## src/rtl/rggen_mux_pipe_pkg.sv

```systemverilog
// Shared types and helpers for rggen_mux_pipe: storage states, select-width
// derivation and the one-hot legality check (select vectors up to 64 bits).
package rggen_mux_pipe_pkg;

    typedef enum logic [1:0] {
        ST_EMPTY = 2'd0,
        ST_FULL  = 2'd1,
        ST_SKID  = 2'd2
    } state_e;

    localparam int ONEHOT_MAX = 64;

    function automatic int sel_width(input int entries, input int encoded);
        int w;
        if (encoded != 0) begin
            w = (entries > 1) ? $clog2(entries) : 1;
        end else begin
            w = entries;
        end
        return w;
    endfunction

    function automatic logic is_onehot(input logic [ONEHOT_MAX-1:0] vec);
        return ($countones(vec) == 32'd1);
    endfunction

endpackage

```

## src/rtl/rggen_mux_pipe_skid.sv

```systemverilog
// Two-entry skid buffer: main register drives the output, skid register
// absorbs the one word accepted in the cycle the downstream stalls.
module rggen_mux_pipe_skid
    import rggen_mux_pipe_pkg::*;
#(
    parameter int DW = 33
) (
    input  logic          i_clk,
    input  logic          i_rst_n,
    input  logic          i_valid,
    output logic          o_ready,
    input  logic [DW-1:0] i_data,
    output logic          o_valid,
    input  logic          i_ready,
    output logic [DW-1:0] o_data
);

    state_e        r_state;
    state_e        w_state_nxt;
    logic [DW-1:0] r_main;
    logic [DW-1:0] r_skid;
    logic          w_in_fire;
    logic          w_out_fire;
    logic          w_load_in;
    logic          w_load_skid;
    logic          w_skid_to_main;

    assign o_valid    = (r_state != ST_EMPTY);
    assign o_ready    = (r_state != ST_SKID);
    assign o_data     = r_main;
    assign w_in_fire  = i_valid & o_ready;
    assign w_out_fire = o_valid & i_ready;

    // Next-state and storage-enable decode.
    always_comb begin
        w_state_nxt    = r_state;
        w_load_in      = 1'b0;
        w_load_skid    = 1'b0;
        w_skid_to_main = 1'b0;
        case (r_state)
            ST_EMPTY: begin
                if (w_in_fire) begin
                    w_state_nxt = ST_FULL;
                    w_load_in   = 1'b1;
                end else begin
                    w_state_nxt = ST_EMPTY;
                end
            end
            ST_FULL: begin
                if (w_in_fire && w_out_fire) begin
                    w_load_in   = 1'b1;
                end else if (w_out_fire) begin
                    w_state_nxt = ST_EMPTY;
                end else if (w_in_fire) begin
                    // Downstream stalled this cycle: park the new word.
                    w_state_nxt = ST_SKID;
                    w_load_skid = 1'b1;
                end else begin
                    w_state_nxt = ST_FULL;
                end
            end
            ST_SKID: begin
                if (w_out_fire) begin
                    w_state_nxt    = ST_FULL;
                    w_skid_to_main = 1'b1;
                end else begin
                    w_state_nxt = ST_SKID;
                end
            end
            default: begin
                w_state_nxt = ST_EMPTY;
            end
        endcase
    end

    // State register.
    always_ff @(posedge i_clk or negedge i_rst_n) begin
        if (!i_rst_n) begin
            r_state <= ST_EMPTY;
        end else begin
            r_state <= w_state_nxt;
        end
    end

    // Main and skid data registers.
    always_ff @(posedge i_clk or negedge i_rst_n) begin
        if (!i_rst_n) begin
            r_main <= '0;
            r_skid <= '0;
        end else begin
            if (w_load_in) begin
                r_main <= i_data;
            end else if (w_skid_to_main) begin
                r_main <= r_skid;
            end
            if (w_load_skid) begin
                r_skid <= i_data;
            end
        end
    end

endmodule

```

## src/rtl/rggen_mux_pipe.sv

```systemverilog
// Registered one-hot/binary select mux behind a valid/ready skid buffer.
// Define RGGEN_MUX_PIPE_SELECT_CHECK_EN to build the o_select_error logic.
module rggen_mux_pipe
    import rggen_mux_pipe_pkg::*;
#(
    parameter  int WIDTH          = 32,
    parameter  int ENTRIES        = 4,
    parameter  int ENCODED_SELECT = 0,
    localparam int SEL_WIDTH      = sel_width(ENTRIES, ENCODED_SELECT)
) (
    input  logic                     i_clk,
    input  logic                     i_rst_n,
    input  logic                     i_valid,
    output logic                     o_ready,
    input  logic [SEL_WIDTH-1:0]     i_select,
    input  logic [ENTRIES*WIDTH-1:0] i_data,
    output logic                     o_valid,
    input  logic                     i_ready,
    output logic [WIDTH-1:0]         o_data,
    output logic                     o_select_error
);

    logic [WIDTH-1:0] w_sel_data;
`ifdef RGGEN_MUX_PIPE_SELECT_CHECK_EN
    logic             w_sel_err;
`endif

    if (ENTRIES == 1) begin : g_single
        logic w_unused_select;
        assign w_unused_select = ^i_select;
        assign w_sel_data      = i_data[WIDTH-1:0];
`ifdef RGGEN_MUX_PIPE_SELECT_CHECK_EN
        assign w_sel_err       = 1'b0;
`endif
    end else if (ENCODED_SELECT != 0) begin : g_encoded
        // Indices past the last entry match nothing and yield zero.
        always_comb begin
            w_sel_data = '0;
            for (int j = 0; j < ENTRIES; j++) begin
                if (i_select == SEL_WIDTH'(j)) begin
                    w_sel_data = i_data[j*WIDTH +: WIDTH];
                end else begin
                    w_sel_data = w_sel_data;
                end
            end
        end
`ifdef RGGEN_MUX_PIPE_SELECT_CHECK_EN
        localparam logic [SEL_WIDTH:0] LAST_IDX = (SEL_WIDTH+1)'(ENTRIES - 1);
        assign w_sel_err = ({1'b0, i_select} > LAST_IDX);
`endif
    end else begin : g_onehot
        // AND-OR reduction: multi-hot selects OR their words together.
        always_comb begin
            w_sel_data = '0;
            for (int j = 0; j < ENTRIES; j++) begin
                if (i_select[j]) begin
                    w_sel_data = w_sel_data | i_data[j*WIDTH +: WIDTH];
                end else begin
                    w_sel_data = w_sel_data;
                end
            end
        end
`ifdef RGGEN_MUX_PIPE_SELECT_CHECK_EN
        assign w_sel_err = ~is_onehot(ONEHOT_MAX'(i_select));
`endif
    end

`ifdef RGGEN_MUX_PIPE_SELECT_CHECK_EN
    localparam int DW = WIDTH + 1;
    logic [DW-1:0] w_in_word;
    logic [DW-1:0] w_out_word;
    assign w_in_word                = {w_sel_err, w_sel_data};
    assign {o_select_error, o_data} = w_out_word;
`else
    localparam int DW = WIDTH;
    logic [DW-1:0] w_in_word;
    logic [DW-1:0] w_out_word;
    assign w_in_word      = w_sel_data;
    assign o_data         = w_out_word;
    assign o_select_error = 1'b0;
`endif

    rggen_mux_pipe_skid #(
        .DW (DW)
    ) u_skid (
        .i_clk   (i_clk),
        .i_rst_n (i_rst_n),
        .i_valid (i_valid),
        .o_ready (o_ready),
        .i_data  (w_in_word),
        .o_valid (o_valid),
        .i_ready (i_ready),
        .o_data  (w_out_word)
    );

endmodule

```

## config.mk

```make
export PLATFORM = sky130hd
export DESIGN_NAME = rggen_mux_pipe
export DESIGN_NICKNAME = d
export VERILOG_FILES = /design/src/rtl/rggen_mux_pipe_pkg.sv /design/src/rtl/rggen_mux_pipe_skid.sv /design/src/rtl/rggen_mux_pipe.sv
export SDC_FILE = /design/constraint.sdc
export NUM_CORES = 1
export LEC_CHECK = 0
export CAP_MARGIN = 0
export CELL_PAD_IN_SITES_DETAIL_PLACEMENT = 1
export CELL_PAD_IN_SITES_GLOBAL_PLACEMENT = 2
export CORE_MARGIN = 2
export CORE_UTILIZATION = 23
export CTS_CLUSTER_DIAMETER = 60
export DETAILED_ROUTE_END_ITERATION = 7
export GPL_ROUTABILITY_DRIVEN = 0
export PLACE_DENSITY_LB_ADDON = 0.1
export SLEW_MARGIN = 5
export SYNTH_ARGS = -nofsm -noshare
export SYNTH_HDL_FRONTEND = slang
export SYNTH_SLANG_ARGS = --single-unit
```

## constraint.sdc

```tcl
create_clock -name i_clk -period 2.14 [get_ports i_clk]
set_clock_uncertainty 0.1 [all_clocks]
set_input_delay 0.214 -clock i_clk [delete_from_list [all_inputs] [get_ports i_clk]]
set_output_delay 0.214 -clock i_clk [all_outputs]
set_load 0.005 [all_outputs]
```

==> metrics <==
status complete, no violations; post-synth top area share 48.4%; Mapped Area about 3400 µm²; first-pass GRT wire length slightly below 20 mm; Fin. Hold Viols 0; Yosys warning count 0; Starting Density 23.5%; start of the worst register-to-register path u_skid.r_state[0]; Tightest Pin Transition 0.528 ns; unrepaired setup endpoints after global routing false; final setup violation count 0; CTS tree done; Num CTS Buffers 9; Pwr Density 885 nW/µm²; crit path cell chain or2_2 > clkdlybuf4s50_1; clock root cell clkbuf_16; Total Wirelength 12.2 mm; routing usage on met3 5.23%; Area growth syn-to-layout 65.1%; Worst setup SP type flip-flop; Residual DRC 0; Worst slew margin 64.8%; # resized after CTS 0; hold slack 0.320 ns; Synth area leaders dfrtp_1, mux2i_1, a22oi_1; Synth async-reset ratio between 90% and 100%; Synth Net Count 450; Global Route met2 Usage about a quarter; # rows 44; initial antenna violation count 0; vias in the first global route about 3.5k; detailed placement HPWL around 8.5 mm; Top FF cell, synth dfrtp_1; Crit. Startpoint u_skid.r_state[1]; Peak VDD IR about 0.38 mV; Synth Instances around 310; leading area contributor after synthesis dfrtp_1; Worst EP arrival 1.57 ns; Die Y-Extent between 100 and 150 µm; R2R depth 3; GRT Util Overall between 10% and 20%; Core ar. 14500 µm²; Worst-Skew Late Latency around 0.32 ns; 1st-iter DRT viols 98; DR vias around 3.2k; Hold/Removal Path Class in2async; vias per inst 4.88; delay-heaviest family, CP flip-flops; antenna fix cells 0; Most Crowded Layer GR met2; die area approximately 16000 µm²; die width 126 µm; fraction of layout cells with a size suffix above 1 a little over 7%; FF-to-FF setup slack 0.48 ns; Synth cell types 31; grt total ovfl 0; Tmin final 1.88 ns; final slew viol count 0; sequential share of the synthesized area between 40% and 50%; data required time at the worst endpoint 1.83 ns; RR Endpoint u_skid.o_data[2]; CTS clk-pin slew, worst paths 0.05 ns; Worst Setup Path Type reg2out; CP bufs+invs 1; CTS sink count 66; I/O Buffers roughly 170; slowest cell delay on critical path 0.48 ns; Setup crit end kind primary output; Routed WL per cell 18.3 µm; EDFF count, synth 0; Worst Path Max Fanout 8; htree depth 3; Max Cap Viol 0; Leakage around 2.4 nW; Final nets 613; clk buf depth 2; largest net degree at the start of global routing 67; Synth Register Bits 66; grt met1 use 20.5%; Routed Antenna Nets 0; fin crit share 88.0%; Sum Neg Setup Slack 0 ns; slowest cell on the critical path dfrtp_1; fmax 531 MHz; average size of a mapped cell 10.9 µm²; drt pass-1 iters 6; I/O pin count around 170; Filler Cells Inserted 1618
## registers in the layout (all words and copies together), names as in the netlist
signal and flops:
u_skid.r_skid 32, u_skid.o_data 32, u_skid.r_state 2
## cells in the final DEF, fill, tap and decap left out
| master | instances |
|---|---|
| a21oi_1 | 20 |
| o21bai_1 | 1 |
| and2_2 | 3 |
| nor2b_4 | 1 |
| clkdlybuf4s50_1 | 168 |
| or2_2 | 1 |
| o2bb2ai_1 | 1 |
| a31oi_1 | 13 |
| a21oi_4 | 1 |
| bufinv_16 | 1 |
| clkinv_2 | 1 |
| buf_4 | 2 |
| nor2_1 | 32 |
| and3b_4 | 1 |
| a221o_1 | 11 |
| mux2i_1 | 38 |
| clkbuf_16 | 9 |
| dlygate4sd3_1 | 1 |
| nand2_1 | 14 |
| dfrtp_1 | 66 |
| a22o_1 | 19 |
| a221o_2 | 2 |
| nand3b_1 | 1 |
| and4bb_4 | 1 |
| or2b_1 | 1 |
| clkbuf_8 | 3 |
| a22oi_1 | 26 |
| inv_1 | 1 |
| nand2b_4 | 1 |
| o21ai_0 | 1 |
| a221oi_1 | 19 |
| and2_1 | 11 |
| nand2_4 | 1 |
| buf_2 | 1 |
| clkbuf_1 | 1 |
| conb_1 | 1 |
| buf_12 | 6 |
## stage by stage
stage	power [mW]	worst slack [ns]	area, µm²	std cells	utilization, %
5_1_grt	5.33	0.212	5640	665	38.8
4_1_cts	5.09	0.242	5640	665	38.8
3_3_place_gp	3.49	0.217	5320	649	36.6
2_1_floorplan	2.60	0.644	3420	314	-
3_5_place_dp	3.55	0.170	5320	649	36.6
6_report	4.99	0.257	5640	665	38.8
## cell usage after synthesis, types with 2 or more instances
| library cell | n |
|---|---|
| clkbuf_1 | 13 |
| buf_4 | 2 |
| nand2_1 | 14 |
| and2_1 | 11 |
| a31oi_1 | 13 |
| a21oi_1 | 20 |
| a221o_2 | 2 |
| buf_2 | 7 |
| buf_6 | 4 |
| dfrtp_1 | 66 |
| a221oi_1 | 19 |
| and2_2 | 3 |
| nor2_1 | 32 |
| a22oi_1 | 26 |
| a221o_1 | 11 |
| a22o_1 | 19 |
| mux2i_1 | 38 |
## how the worst max path moves through the flow
stage,endpoint,cells after the start
floorplan,u_skid.o_data[10],4
global placement,u_skid.o_data[2],4
detailed placement,u_skid.o_data[28],5
CTS,o_valid,2
global route,o_ready,2
finish,o_valid,2
## worst min-delay path: stages
cell and delay, ns:
dlygate4sd3_1 0.52, buf_2 0.12, buf_12 0.29
## power breakdown
part / total, mW / internal (mW) / switching, mW
Clock: 1.50 / 0.989 / 0.511
Combinational: 1.57 / 0.963 / 0.604
Sequential: 1.92 / 1.68 / 0.243
Total: 4.99 / 3.63 / 1.36
## kinds of logic (layout without fill, tap and decap cells)
group           count (synthesis)  after routing  share of synthesized area, %
other cells                     1              1                         0.110
compound gates                114            114                          25.8
simple gates                   68             68                          10.3
buf+inv                        27            194                          4.32
flops                          66             66                          48.4
mux                            38             38                          11.1
## area by class of cell
class	instances	area (µm²)	share of cell area, %
clock inverter	2	35.0	0.621
multi-input combinational	221	1620	28.7
sequential	66	1650	29.3
clock buffer	13	270	4.79
tap	184	230	4.08
timing repair buffer	178	1830	32.5
inverter	1	3.75	0.0666
## timing repair
action,in CTS,in global routing
buffers inserted,0,0
hold buffers,1,0
hold endpoints to repair,66,0
## layer usage
metal / routed length, µm / part of all wire (%)
met5: 0 / 0
met4: 92 / 0.76
met3: 962 / 7.9
met2: 5520 / 45
met1: 5590 / 46
Power figures use the tool's default switching activity.
